File: config.mk
export PLATFORM = sky130hd
export DESIGN_NAME = intc_prio
export DESIGN_NICKNAME = d
export VERILOG_FILES = /design/src/rtl/intc_prio.sv
export SDC_FILE = /design/constraint.sdc
export NUM_CORES = 1
export LEC_CHECK = 0
export CAP_MARGIN = 40
export CORE_MARGIN = 2
export CORE_UTILIZATION = 55
export DETAILED_ROUTE_END_ITERATION = 8
export DONT_BUFFER_PORTS = 1
export GPL_TIMING_DRIVEN = 0
export HOLD_SLACK_MARGIN = 0.15
export MAX_ROUTING_LAYER = met4
export PLACE_DENSITY = 0.82
export REMOVE_ABC_BUFFERS = 1
export SLEW_MARGIN = 20
export SYNTH_ARGS = -nofsm -noshare
export SYNTH_HDL_FRONTEND = slang
export SYNTH_SLANG_ARGS = --single-unit
File: constraint.sdc
create_clock -name clk -period 2.1 [get_ports clk]
set_clock_uncertainty 0.2 [all_clocks]
set_input_delay 0.105 -clock clk [delete_from_list [all_inputs] [get_ports clk]]
set_output_delay 0.105 -clock clk [all_outputs]
set_load 0.01 [all_outputs]
File: src/rtl/intc_prio.sv
// -----------------------------------------------------------------------------
// intc_prio -- priority interrupt controller
//
// Sits between NSRC external request lines and the CPU's intr/inta handshake.
// Rising edges on irq are latched into pend. Sources that are both pending and
// unmasked raise intr. On inta the lowest-numbered eligible source (index 0 is
// the highest priority) is selected, its vector is published on vec, and no
// further interrupt is raised until software writes EOI.
//
// Ports
//   clk        in   1     system clock, all state updates on the rising edge
//   clr        in   1     synchronous active-high reset
//   irq        in   NSRC  raw request lines, synchronous to clk, edge-triggered
//   intr       out  1     interrupt request to the CPU (decoded from state flop)
//   inta       in   1     CPU acknowledge, one-cycle pulse
//   vec        out  VW    vector of the source in service
//   spur       out  1     last acknowledge found nothing eligible
//   cfg_we     in   1     config write strobe
//   cfg_addr   in   2     0=MASK 1=PEND 2=STAT 3=EOI
//   cfg_wdata  in   32    config write data
//   cfg_rdata  out  32    config read data, combinational from cfg_addr
//
// Register map
//   MASK (0) rw   bits [NSRC-1:0], upper bits read 0
//   PEND (1) r/w1c; a new edge in the same cycle keeps the bit set
//   STAT (2) ro   bit9=spur, bit8=in service, bits[VW-1:0]=vec
//   EOI  (3) wo   any write ends the current service; reads 0
// -----------------------------------------------------------------------------
module intc_prio #(
    parameter int NSRC = 8,
    parameter int VW   = $clog2(NSRC)
) (
    input  logic            clk,
    input  logic            clr,
    input  logic [NSRC-1:0] irq,
    output logic            intr,
    input  logic            inta,
    output logic [VW-1:0]   vec,
    output logic            spur,
    input  logic            cfg_we,
    input  logic [1:0]      cfg_addr,
    input  logic [31:0]     cfg_wdata,
    output logic [31:0]     cfg_rdata
);

    typedef enum logic [1:0] {
        S_IDLE    = 2'd0,
        S_ASSERT  = 2'd1,
        S_SERVICE = 2'd2
    } state_t;

    localparam logic [1:0] A_MASK = 2'd0;
    localparam logic [1:0] A_PEND = 2'd1;
    localparam logic [1:0] A_STAT = 2'd2;
    localparam logic [1:0] A_EOI  = 2'd3;

    state_t          state;
    state_t          state_n;

    logic [NSRC-1:0] mask;
    logic [NSRC-1:0] pend;
    logic [NSRC-1:0] pend_n;
    logic [NSRC-1:0] irq_q;
    logic [NSRC-1:0] edges;
    logic [NSRC-1:0] elig;
    logic            any;
    logic [VW-1:0]   sel;

    logic            wr_mask;
    logic            wr_pend;
    logic            wr_eoi;
    logic            do_sel;
    logic            do_spur;

    // Only the low NSRC bits of write data reach a register.
    generate
        if (NSRC < 32) begin : g_unused
            logic unused_wdata;
            assign unused_wdata = ^cfg_wdata[31:NSRC];
        end
    endgenerate

    assign wr_mask = cfg_we && (cfg_addr == A_MASK);
    assign wr_pend = cfg_we && (cfg_addr == A_PEND);
    assign wr_eoi  = cfg_we && (cfg_addr == A_EOI);

    assign edges = irq & ~irq_q;
    assign elig  = pend & mask;
    assign any   = |elig;

    // intr decodes straight from the state flop, so it is glitch-free and
    // rises one edge after 'any' first becomes true in IDLE.
    assign intr  = (state == S_ASSERT);

    // Lowest set index wins: scan from the top so the last hit is the winner.
    always_comb begin
        sel = '0;
        for (int i = NSRC - 1; i >= 0; i--) begin
            if (elig[i]) sel = VW'(i);
        end
    end

    // -------------------------------------------------------------------------
    // FSM next state and the one-cycle actions it requests
    // -------------------------------------------------------------------------
    always_comb begin
        // NOTE: every output of this block gets a default first, so no path
        // through the case can leave one unassigned and infer a latch.
        state_n = state;
        do_sel  = 1'b0;
        do_spur = 1'b0;
        unique case (state)
            S_IDLE: begin
                if (any) state_n = S_ASSERT;
            end
            S_ASSERT: begin
                if (inta) begin
                    if (any) begin
                        do_sel  = 1'b1;
                        state_n = S_SERVICE;
                    end else begin
                        // Request withdrawn in the very cycle it was acked.
                        do_spur = 1'b1;
                        state_n = S_IDLE;
                    end
                end else if (!any) begin
                    state_n = S_IDLE;
                end
            end
            S_SERVICE: begin
                // No nesting: edges here only latch pend until EOI.
                if (wr_eoi) state_n = S_IDLE;
            end
            default: state_n = S_IDLE;
        endcase
    end

    // Pending update. Ordering matters: clears are applied first and new
    // edges are OR-ed in last, so a same-cycle edge always keeps its bit set.
    // The selection above used the pre-clear pend, so a W1C racing inta
    // cannot change which source is serviced.
    always_comb begin
        pend_n = pend;
        if (do_sel)  pend_n[sel] = 1'b0;
        if (wr_pend) pend_n = pend_n & ~cfg_wdata[NSRC-1:0];
        pend_n = pend_n | edges;
    end

    // -------------------------------------------------------------------------
    // State registers
    // -------------------------------------------------------------------------
    always_ff @(posedge clk) begin
        // NOTE: sequential state uses non-blocking assignments so every flop
        // samples pre-edge values regardless of statement order.
        if (clr) state <= S_IDLE;
        else     state <= state_n;
    end

    // irq_q clears on reset, so a line held high through reset release is
    // seen as exactly one rising edge on the first active cycle.
    always_ff @(posedge clk) begin
        if (clr) begin
            mask  <= '0;
            pend  <= '0;
            irq_q <= '0;
            vec   <= '0;
            spur  <= 1'b0;
        end else begin
            irq_q <= irq;
            pend  <= pend_n;
            if (wr_mask) mask <= cfg_wdata[NSRC-1:0];
            if (do_sel) begin
                vec  <= sel;
                spur <= 1'b0;
            end else if (do_spur) begin
                vec  <= '1;
                spur <= 1'b1;
            end
        end
    end

    // -------------------------------------------------------------------------
    // Config read mux
    // -------------------------------------------------------------------------
    always_comb begin
        cfg_rdata = '0;
        unique case (cfg_addr)
            A_MASK: cfg_rdata[NSRC-1:0] = mask;
            A_PEND: cfg_rdata[NSRC-1:0] = pend;
            A_STAT: begin
                cfg_rdata[9]      = spur;
                cfg_rdata[8]      = (state == S_SERVICE);
                cfg_rdata[VW-1:0] = vec;
            end
            default: cfg_rdata = '0;
        endcase
    end

endmodule

### Word-level counts from Yosys, hierarchy flattened

Cells that the tools add are included.

| storage, ports and cells | value |
|---|---|
| register bits after elaboration | 30 |
| bits of input ports | 46 |
| logic and storage cells | 63 |

| cells by class | value |
|---|---|
| order comparisons | 2 |
| eq/ne operators | 8 |
| mux-type cells | 29 |
| bitwise operators | 8 |
| reductions and logical operators | 10 |

Operators by type and width:

| cell | number |
|---|---|
| 8-bit bitwise AND | 4 |
| 3-bit 2-to-1 mux | 10 |
| 8-bit NOT | 3 |
| 8-bit 2-to-1 mux | 2 |
| 2-bit 2-to-1 mux | 6 |
| 5-bit one-hot mux with 2 select lines | 1 |
| 3-bit one-hot mux with 3 select lines | 1 |
| 8-bit bitwise OR | 1 |
| 8-bit OR reduction | 1 |
| 1-bit 2-to-1 mux | 7 |
| 2-bit == test, second input constant | 3 |
| 2-bit one-hot mux with 3 select lines | 1 |
| 2-bit by 1-bit == test with 1-bit output, second input constant | 2 |
| 1-bit logical AND | 4 |
| 2-bit zero test | 2 |
| 3-bit by 4-bit < comparator with 1-bit output, second input constant | 1 |
| 2-bit != test, second input constant | 2 |
| 1-bit demux with 3-bit select | 1 |
| 3-bit by 1-bit >= comparator with 1-bit output, second input constant | 1 |
| 3-bit != test, second input constant | 1 |
| 3-bit AND reduction | 1 |
| 2-bit nonzero test | 1 |
| 2-bit OR reduction | 1 |

### Depth between registers and ports, before layout

Gate-level depths: netlist (run 1).

| depth | value |
|---|---|
| depth after elaboration | 19 |
| depth in mapped cells | 5 |

### Worst setup path after synthesis (run 1)

No wires, ideal clock.

| timing path | value |
|---|---|
| kind | reg2reg |
| start point | register pend[2] |
| end point | register pend[7] |
| arrival time | 1,223 ps |
| data required time | 1,775 ps |
| slack | 552 ps |
| cell stages (with the launch flop) | 5 |
| path buffers | 0 |
| clock period less this slack | 1,548 ps |
| cells stage by stage | dfxtp_1 > a22o_1 > a31oi_4 > a22oi_2 > o41a_1 |

| between the ends | value |
|---|---|
| word-level cells in the longest chain between the ends | 14 |
| elaborated cells on any way between the ends | 19 |

Ends and longest elaborated chain:

| what | RTL line | RTL |
|---|---|---|
| start, declared | 61 | `logic [NSRC-1:0] pend;` |
| start signal, assigned | 170 | `pend <= pend_n;` |
| 8-bit bitwise AND * | 88 | `assign elig = pend & mask;` |
| 3-bit 2-to-1 mux (3 in series) | 99 | `if (elig[i]) sel = VW'(i);` |
| 3-bit by 4-bit < comparator with 1-bit output (implied by the code) / 3-bit by 1-bit >= comparator with 1-bit output (equally long branches) | 144 | `if (do_sel) pend_n[sel] = 1'b0;` |
| 1-bit logical AND (implied by the code) | 144 |  |
| 1-bit 2-to-1 mux (implied by the code) | 144 |  |
| 1-bit demux with 3-bit select | 144 |  |
| 8-bit NOT (no source line) | n/a |  |
| 8-bit bitwise AND (no source line) | n/a |  |
| 8-bit 2-to-1 mux * | 144 |  |
| 8-bit bitwise AND | 145 | `if (wr_pend) pend_n = pend_n & ~cfg_wdata[NSRC-1:0];` |
| 8-bit 2-to-1 mux * | 145 |  |
| 8-bit bitwise OR * | 146 | `pend_n = pend_n \| edges;` |

Every way passes the cells marked *; elsewhere a longest branch is shown, timed or not.
A chain may end at the register's enable or synchronous reset.

### Worst setup path after layout (run 1)

| timing path | value |
|---|---|
| start point | register state[0] |
| end point | register vec[1] |

| between the ends | value |
|---|---|
| word-level cells in the longest chain between the ends | 3 |
| elaborated cells on any way between the ends | 5 |

Ends and longest elaborated chain:

| what | RTL line | RTL |
|---|---|---|
| start, declared | 57 | `state_t state;` |
| start signal, assigned | 156 | `else state <= state_n;` |
| 2-bit by 1-bit == test with 1-bit output * | 112 | `unique case (state)` |
| 1-bit 2-to-1 mux | 112 |  |
| 3-bit 2-to-1 mux / 2-bit nonzero test (equally long branches) | n/a |  |
| end signal, assigned | 173 | `vec <= sel;` |
| end, declared | 38 | `output logic [VW-1:0] vec,` |

Marked as above.

==> results of run 1 <==
[worst max path at each step]
stage	start	end	slack [ns]
after floorplan	cfg_addr[1]	mask[0]$_SDFFE_PP0P_	0.45
after global placement	cfg_addr[1]	mask[4]$_SDFFE_PP0P_	0.04
after detailed placement	state[0]$_SDFFE_PP0P_	pend[5]$_SDFF_PP0_	0.35
after CTS	clr	pend[7]$_SDFF_PP0_	0.13
after global routing	state[0]$_SDFFE_PP0P_	vec[1]$_SDFFE_PP0P_	0.03
final	state[0]$_SDFFE_PP0P_	vec[1]$_SDFFE_PP0P_	0.12
[per-stage QoR]
| step | cell area [µm²] | hold slack, ns | total power, mW | cells |
|---|---|---|---|---|
| after floorplan | 1489 | -0.02593 | 0.7636 | 173 |
| after global placement | 1528 | -0.02150 | 0.7844 | 204 |
| after detailed placement | 1540 | -0.01961 | 0.7929 | 205 |
| after CTS | 1896 | 0.1543 | 1.146 | 243 |
| after global routing | 1911 | 0.1527 | 1.212 | 244 |
| final | 1911 | 0.1516 | 1.154 | 244 |
[layout make-up]
type                            count  area, µm²  share of cell area (%)
Clock buffer                        7      45.04                   2.358
Tap cell                           31      38.79                   2.030
Inverter                            7      26.28                   1.375
Sequential cell                    30      600.6                   31.43
Timing Repair Buffer               33      332.8                   17.42
Multi-Input combinational cell    136      867.1                   45.38
[cells in the mapped netlist, types with 2 or more instances]
cell type and instances:
sky130_fd_sc_hd__nor3_1 2, sky130_fd_sc_hd__mux2i_1 16, sky130_fd_sc_hd__buf_4 23, sky130_fd_sc_hd__a32o_1 2
sky130_fd_sc_hd__nand2_1 14, sky130_fd_sc_hd__inv_1 7, sky130_fd_sc_hd__dfxtp_1 30, sky130_fd_sc_hd__clkbuf_1 4
sky130_fd_sc_hd__nand3_1 5, sky130_fd_sc_hd__buf_2 2, sky130_fd_sc_hd__o21ai_0 3, sky130_fd_sc_hd__a22oi_2 2
sky130_fd_sc_hd__a21oi_1 5, sky130_fd_sc_hd__nor2_1 16, sky130_fd_sc_hd__nand2b_1 2, sky130_fd_sc_hd__a22oi_1 3
sky130_fd_sc_hd__nor3b_1 2, sky130_fd_sc_hd__o21a_1 2, sky130_fd_sc_hd__a22o_1 3, sky130_fd_sc_hd__and3b_1 2
sky130_fd_sc_hd__and2_1 5, sky130_fd_sc_hd__a221o_1 2, sky130_fd_sc_hd__nor2b_1 13
[cell families (layout without fill, tap and decap cells)]
kind of cell / count (synthesis) / after routing / share of synthesized area (%)
AO/OA/AOI/OAI: 36 / 36 / 18.99
buffers and inverters: 36 / 47 / 13.93
flip-flops: 30 / 30 / 37.35
multiplexers: 16 / 16 / 9.961
other: 1 / 22 / 0.2332
AND/OR/NAND/NOR: 62 / 62 / 19.53
[placed cells by master (no fill, tap or decap), drive strengths merged, types with 2 or more instances in the layout]
| cell | instances |
|---|---|
| dlygate4sd3 | 31 |
| dfxtp | 30 |
| conb | 22 |
| mux2i | 16 |
| nor2 | 16 |
| nand2 | 14 |
| nor2b | 13 |
| inv | 7 |
| clkbuf | 7 |
| and2 | 5 |
| nand3 | 5 |
| a21oi | 5 |
| a22oi | 5 |
| o21ai | 3 |
| a22o | 3 |
| and3b | 2 |
| o21a | 2 |
| nor3 | 2 |
| nand2b | 2 |
| a221o | 2 |
| a32o | 2 |
| nor3b | 2 |
| o211ai | 2 |
| a31oi | 2 |
| buf | 2 |
[registers in the layout, summed over array words and instances, names as in the netlist]
name	cells
irq_q	8
mask	8
pend	8
spur	1
state	2
vec	3
[power by group]
group          leakage, nW  internal [mW]  switching (mW)
clock network       0.0254          0.126           0.182
registers            0.247          0.606          0.0392
logic                0.479         0.0986           0.103
total                0.752          0.830           0.324
[per-layer routing]
layer	vias up	share of wire (%)	track usage [%]	routed length, µm
li1	656	-	-	-
met1	666	42	27.93	1613
met2	81	49	42.21	1902
met3	11	6.8	8.036	262
met4	0	2.0	9.302	78
met5	-	0	-	0
[repair_timing]
action | CTS | global route
setup buffers | 0 | 0
endpoints found under the hold margin | 35 | 0
hold buffers | 31 | 0
==> out/qor.log, run 1 <==
INFO  outcome        outcome=completed
INFO  detailed_routing vias=1,414
INFO  setup_path     critical_path.cell_chain=and3b_1 > o211ai_1 > a21oi_1 > dlygate4sd3_1
INFO  detailed_routing detail_route.iter0.violations=45
INFO  detailed_routing drtAntennaViolNets=0
INFO  finish         relative_area_change_from_synthesis_to_final_layout=18.83%
INFO  finish         layout-drive-gt1-share=6.103%
INFO  synthesis      synth.distinct_cells=39
INFO  run            number_of_maximum_capacitance_violations=0
INFO  power          static-leakage-power=0.7516nW
INFO  setup_path     crit_family=buffers and inverters
INFO  setup_path     critPathLaunchType=flip-flop
INFO  synthesis      synth-edff-count=0
INFO  finish         number_of_nets_in_the_finished_design=259
INFO  setup_path     critPathBufInv=1
INFO  timing         timing.slew.headroom=62.07%
INFO  setup_path     crit-reg2reg-launch=state[0]$_SDFFE_PP0P_
INFO  synthesis      synth_top_cell_area_share=37.35%
INFO  detailed_routing viasPerCell=5.795
INFO  global_route   globalRouteOverflowTotal=0
INFO  synthesis      synth.avg_cell_area=8.883µm²
INFO  detailed_routing post-route-drc-count=0
INFO  setup_path     crit_path_end_kind=flip-flop
INFO  floorplanning  die_width=58.07µm
INFO  clock_tree     cts_tree=done
INFO  synthesis      postSynthRegisterBits=30
INFO  clock_tree     cts_made_buffers=5
INFO  clock_tree     clock_sinks=30
INFO  setup_path     critical_path_arrival=2.05ns
INFO  clock_tree     cts-root-buf=sky130_fd_sc_hd__clkbuf_4
INFO  setup_path     critical_path.reg2reg.endpoint=vec[1]$_SDFFE_PP0P_
INFO  detailed_routing drtPass1Iterations=6
INFO  finish         antenna_cells=0
INFO  global_route   grt_pass1_vias=1,349
INFO  timing         timing.final.hold_violations=0
INFO  setup_path     path_class=reg2reg
INFO  global_route   grt_first_pass_wirelength=6.210mm
INFO  synthesis      main_synth_ff_type=sky130_fd_sc_hd__dfxtp_1
INFO  hold_path      min_delay_path_depth=1
INFO  clock_tree     cts.clk_slew.worst_paths=0.09ns
INFO  timing         layout_setup_ws=0.1186ns
INFO  timing         fin_crit_period=1.981ns
INFO  placement      portBuffers=0
INFO  finish         final_core_utilization=69.28%
INFO  placement      gp_routability_congestion=0.8708
INFO  timing         tightestPinTransition=0.5664ns
INFO  clock_tree     htree_depth=2
INFO  hold_path      hp-start=cfg_addr[1]
INFO  setup_path     critical_path.max_fanout=10
INFO  floorplanning  rows=19
INFO  setup_path     slowest_stage=sky130_fd_sc_hd__dlygate4sd3_1
INFO  finish         num-fill-cells=202
INFO  global_route   grt_start_max_net_pins=25
INFO  timing         min_period_over_period=94.35%
INFO  timing         rsz0062_at_grt=false
INFO  clock_tree     cts_buffer_depth=2
INFO  floorplanning  core_region_area=2758µm²
INFO  timing         fmaxAchievable=504.7MHz
INFO  timing         post_route_setup_tns=0ns
INFO  synthesis      synthDominantAreaCellType=sky130_fd_sc_hd__dfxtp_1
INFO  synthesis      top_post_synthesis_cells_by_area=sky130_fd_sc_hd__dfxtp_1 (37%), sky130_fd_sc_hd__buf_4 (11%), sky130_fd_sc_hd__mux2i_1 (10%)
INFO  global_route   groute.usage.overall=25.18%
INFO  floorplanning  die-height=58.07µm
INFO  power          power.density=604.2nW/µm²
INFO  floorplanning  start_util=58.30%
INFO  hold_path      hold_path.class=in2out
INFO  setup_path     worst-endpoint-required=2.17ns
INFO  synthesis      yosysWarningCount=0
INFO  floorplanning  pin_count=83
INFO  global_route   antenna_found_initial=0
INFO  timing         finalSetupViolCount=0
INFO  detailed_routing detail_route.wirelength=3.856mm
INFO  placement      dp_hpwl=2.416mm
INFO  synthesis      yosysSeqAreaShare=37.35%
INFO  synthesis      synthArstFlopShare=0%
INFO  clock_tree     cts-resized-gates=0
INFO  placement      dp_slack=0.3489ns
INFO  setup_path     worst-r2r-cell-count=4
INFO  hold_path      timing.hold.worst_endpoint=cfg_rdata[1]
INFO  synthesis      syn-instance-count=181
INFO  timing         number_of_slew_limit_violations_in_the_final_report=0
INFO  floorplanning  dieArea=3372µm²
INFO  detailed_routing detail_route.wl_per_cell=15.80µm
INFO  synthesis      syn_area=1608µm²
INFO  setup_path     worst_path_largest_cell_delay=0.57ns
INFO  clock_tree     clock_insertion_delay_worst_skew=0.33ns
INFO  setup_path     critical_path_depth=4
INFO  power          max-vdd-ir-drop=0.4995mV
INFO  setup_path     regToRegSetupSlack=0.12ns
(Power assumes the default switching activity.)
==> run 2, diff against run 1 <==
--- a/config.mk
+++ b/config.mk
@@ -6,7 +6,6 @@
 export NUM_CORES = 1
 export LEC_CHECK = 0
 export CAP_MARGIN = 40
-export CORE_MARGIN = 2
 export CORE_UTILIZATION = 55
 export DETAILED_ROUTE_END_ITERATION = 8
 export DONT_BUFFER_PORTS = 1
@@ -14,7 +13,6 @@
 export HOLD_SLACK_MARGIN = 0.15
 export MAX_ROUTING_LAYER = met4
 export PLACE_DENSITY = 0.82
-export REMOVE_ABC_BUFFERS = 1
 export SLEW_MARGIN = 20
 export SYNTH_ARGS = -nofsm -noshare
 export SYNTH_HDL_FRONTEND = slang
==> out/qor.log, run 2 (same netlist as run 1, synthesis figures left out) <==
INFO  floorplanning  pin_count=83 [unchanged]
INFO  setup_path     worst-endpoint-required=2.11ns [-0.06 ns]
INFO  detailed_routing drtPass1Iterations=4 [-2]
INFO  clock_tree     htree_depth=2 [unchanged]
INFO  finish         antenna_cells=0 [unchanged]
INFO  placement      dp_hpwl=2.628mm [+8.8%]
INFO  clock_tree     cts-root-buf=sky130_fd_sc_hd__clkbuf_4
INFO  detailed_routing viasPerCell=5.504 [-5.0%]
INFO  placement      placedInstanceArea=1725µm² [+12%]
INFO  detailed_routing post-route-drc-count=0 [unchanged]
INFO  power          total_switching_power=0.3418mW [+5.5%]
INFO  finish         finished_cell_area=2056µm² [+7.6%]
INFO  clock_tree     clock_insertion_delay_worst_skew=0.33ns [about the same]
INFO  finish         layout-drive-gt1-share=15.61% [+9.5 points]
INFO  detailed_routing detail_route.iter0.violations=51 [+13%]
INFO  clock_tree     post-cts-setup-buffers=0 [unchanged]
INFO  clock_tree     cts-resized-gates=0 [unchanged]
INFO  setup_path     worst_path_largest_cell_delay=0.63ns [+0.06 ns]
INFO  clock_tree     cts_tree=done
INFO  timing         rsz0062_at_grt=false
INFO  timing         layout_setup_ws=0.2157ns [+0.09709 ns]
INFO  setup_path     crit_path_end_kind=flip-flop
INFO  clock_tree     quantity_of_hold_fixing_buffers_added_after_cts=27 [-13%]
INFO  setup_path     crit-reg2reg-launch=pend[2]$_SDFF_PP0_
INFO  setup_path     crit_path_end=pend[7]$_SDFF_PP0_
INFO  setup_path     regToRegSetupSlack=0.33ns [+0.21 ns]
INFO  global_route   grt_pass1_vias=1,414 [+4.8%]
INFO  global_route   grt_start_max_net_pins=11 [-56%]
INFO  power          p_seq_share=52.8% [-3.1 points]
INFO  power          switching_share=27.80% [-0.28 points]
INFO  clock_tree     clock_sinks=30 [unchanged]
INFO  finish         most_common_library_cell_in_the_layout_ignoring_fill_and_taps=sky130_fd_sc_hd__dfxtp_1
INFO  timing         post_route_setup_tns=0ns [unchanged]
INFO  power          static-leakage-power=0.8663nW [+15%]
INFO  timing         min_period_over_period=89.73% [-4.6 points]
INFO  hold_path      hold_path.class=in2reg
INFO  outcome        outcome=completed
INFO  placement      gp_routability_congestion=0.8686 [-0.25%]
INFO  timing         timing.final.hold_violations=0 [unchanged]
INFO  floorplanning  dieArea=3143µm² [-6.8%]
INFO  detailed_routing detail_route.wl_per_cell=15.09µm [-4.5%]
INFO  clock_tree     cts.clk_slew.worst_paths=0.08ns [about the same]
INFO  setup_path     critical_path.reg2reg.endpoint=pend[7]$_SDFF_PP0_
INFO  timing         tightestPinTransition=0.5502ns [-0.01618 ns]
INFO  floorplanning  start_util=58.30% [unchanged]
INFO  detailed_routing drtAntennaViolNets=0 [unchanged]
INFO  power          intPower=0.8878mW [+6.9%]
INFO  global_route   antenna_found_initial=0 [unchanged]
INFO  timing         timing.slew.headroom=63.32% [+1.2 points]
INFO  power          power.share.clock=28.2% [+1.5 points]
INFO  placement      dp_slack=0.4274ns [+0.07853 ns]
INFO  setup_path     slowest_stage=sky130_fd_sc_hd__dlygate4sd3_1
INFO  finish         top_regs=irq_q (8), mask (8), pend (8)
INFO  floorplanning  die_width=56.07µm [-3.4%]
INFO  finish         layout_common_cells=sky130_fd_sc_hd__dfxtp_1 (30), sky130_fd_sc_hd__dlygate4sd3_1 (27), sky130_fd_sc_hd__buf_4 (23)
INFO  global_route   groute.usage.overall=27.13% [+1.9 points]
INFO  run            number_of_maximum_capacitance_violations=0 [unchanged]
INFO  floorplanning  core_region_area=2758µm² [unchanged]
INFO  timing         fmaxAchievable=530.7MHz [+5.2%]
INFO  setup_path     critPathLaunchType=input port
INFO  setup_path     critical_path_arrival=1.89ns [-0.16 ns]
INFO  power          max-vdd-ir-drop=0.7547mV [+51%]
INFO  power          power.density=598.2nW/µm² [-1.0%]
INFO  global_route   globalRouteOverflowTotal=0 [unchanged]
INFO  floorplanning  die-height=56.07µm [-3.4%]
INFO  setup_path     critical_path.cell_chain=dlygate4sd3_1 > clkbuf_1 > inv_1 > a31o_2 > o41a_1
INFO  setup_path     critical_path.startpoint=clr
INFO  floorplanning  rows=19 [unchanged]
INFO  finish         number_of_nets_in_the_finished_design=282 [+8.9%]
INFO  clock_tree     cts_made_buffers=5 [unchanged]
INFO  detailed_routing detail_route.wirelength=4.044mm [+4.9%]
INFO  setup_path     critical_path.max_fanout=10 [unchanged]
INFO  power          comb_power_share=19.0% [+1.5 points]
INFO  timing         fin_crit_period=1.884ns [-0.09709 ns]
INFO  finish         relative_area_change_from_synthesis_to_final_layout=27.86%
INFO  setup_path     path_class=in2reg
INFO  placement      portBuffers=0 [unchanged]
INFO  timing         finalSetupViolCount=0 [unchanged]
INFO  global_route   grt_first_pass_wirelength=6.382mm [+2.8%]
INFO  clock_tree     cts_buffer_depth=2 [unchanged]
INFO  setup_path     worst-r2r-cell-count=4 [unchanged]
INFO  timing         number_of_slew_limit_violations_in_the_final_report=0 [unchanged]
INFO  detailed_routing vias=1,475 [+4.3%]
==> run 2: routing by layer <==
metal	vias up	part of all wire [%]	global-route usage (%)
met3	7	8.4	7.209
met5	-	0	-
met4	0	1.6	12.54
met1	684	41	28.74
li1	701	-	-
met2	83	49	46.94
==> run 2: power by group through the flow <==
stage	Combinational, mW	Sequential [mW]	Clock, mW
after floorplan	0.159	0.647	0
after global placement	0.178	0.654	0
after detailed placement	0.185	0.658	0
after CTS	0.228	0.645	0.362
after global routing	0.251	0.652	0.381
final	0.234	0.649	0.347
==> run 2: worst min-delay path by stage <==
stage / from / end / slack (ns) / cells after the start
detailed placement: clr / irq_q[7]$_SDFF_PP0_ / -0.009 / 1
finish: cfg_addr[0] / state[1]$_SDFFE_PP0P_ / 0.19 / 3
CTS: cfg_addr[0] / state[1]$_SDFFE_PP0P_ / 0.17 / 3
global placement: clr / irq_q[2]$_SDFF_PP0_ / -0.01 / 1
floorplan: clr / irq_q[2]$_SDFF_PP0_ / -0.02 / 1
global route: cfg_addr[0] / state[1]$_SDFFE_PP0P_ / 0.23 / 3
==> run 2: area by class of cell <==
type / count / area, µm²
clock inverters: 1 / 5.005
inverters: 7 / 26.28
flip-flops and latches: 30 / 600.6
well taps: 31 / 38.79
repair buffers: 27 / 270.3
plain buffers: 29 / 197.7
multi-input cells: 136 / 862.1
clock buffers: 7 / 55.05
fillers: 204 / 701.9
==> run 2: worst max-delay path, delay by kind of cell <==
family,cells,cell delay [ns]
buffers and inverters,3,1.38
AOI/OAI and AO/OA,2,0.40
==> run 2: stage by stage <==
step | util, % | std cells | hold slack (ns) | total power [mW]
after CTS | 74.55 | 268 | 0.1676 | 1.234
after global placement | 62.57 | 233 | -0.01194 | 0.8316
final | 74.55 | 268 | 0.1853 | 1.230
after detailed placement | 62.57 | 233 | -0.008779 | 0.8429
after global routing | 74.55 | 268 | 0.2262 | 1.285
after floorplan | - | 202 | -0.01588 | 0.8060
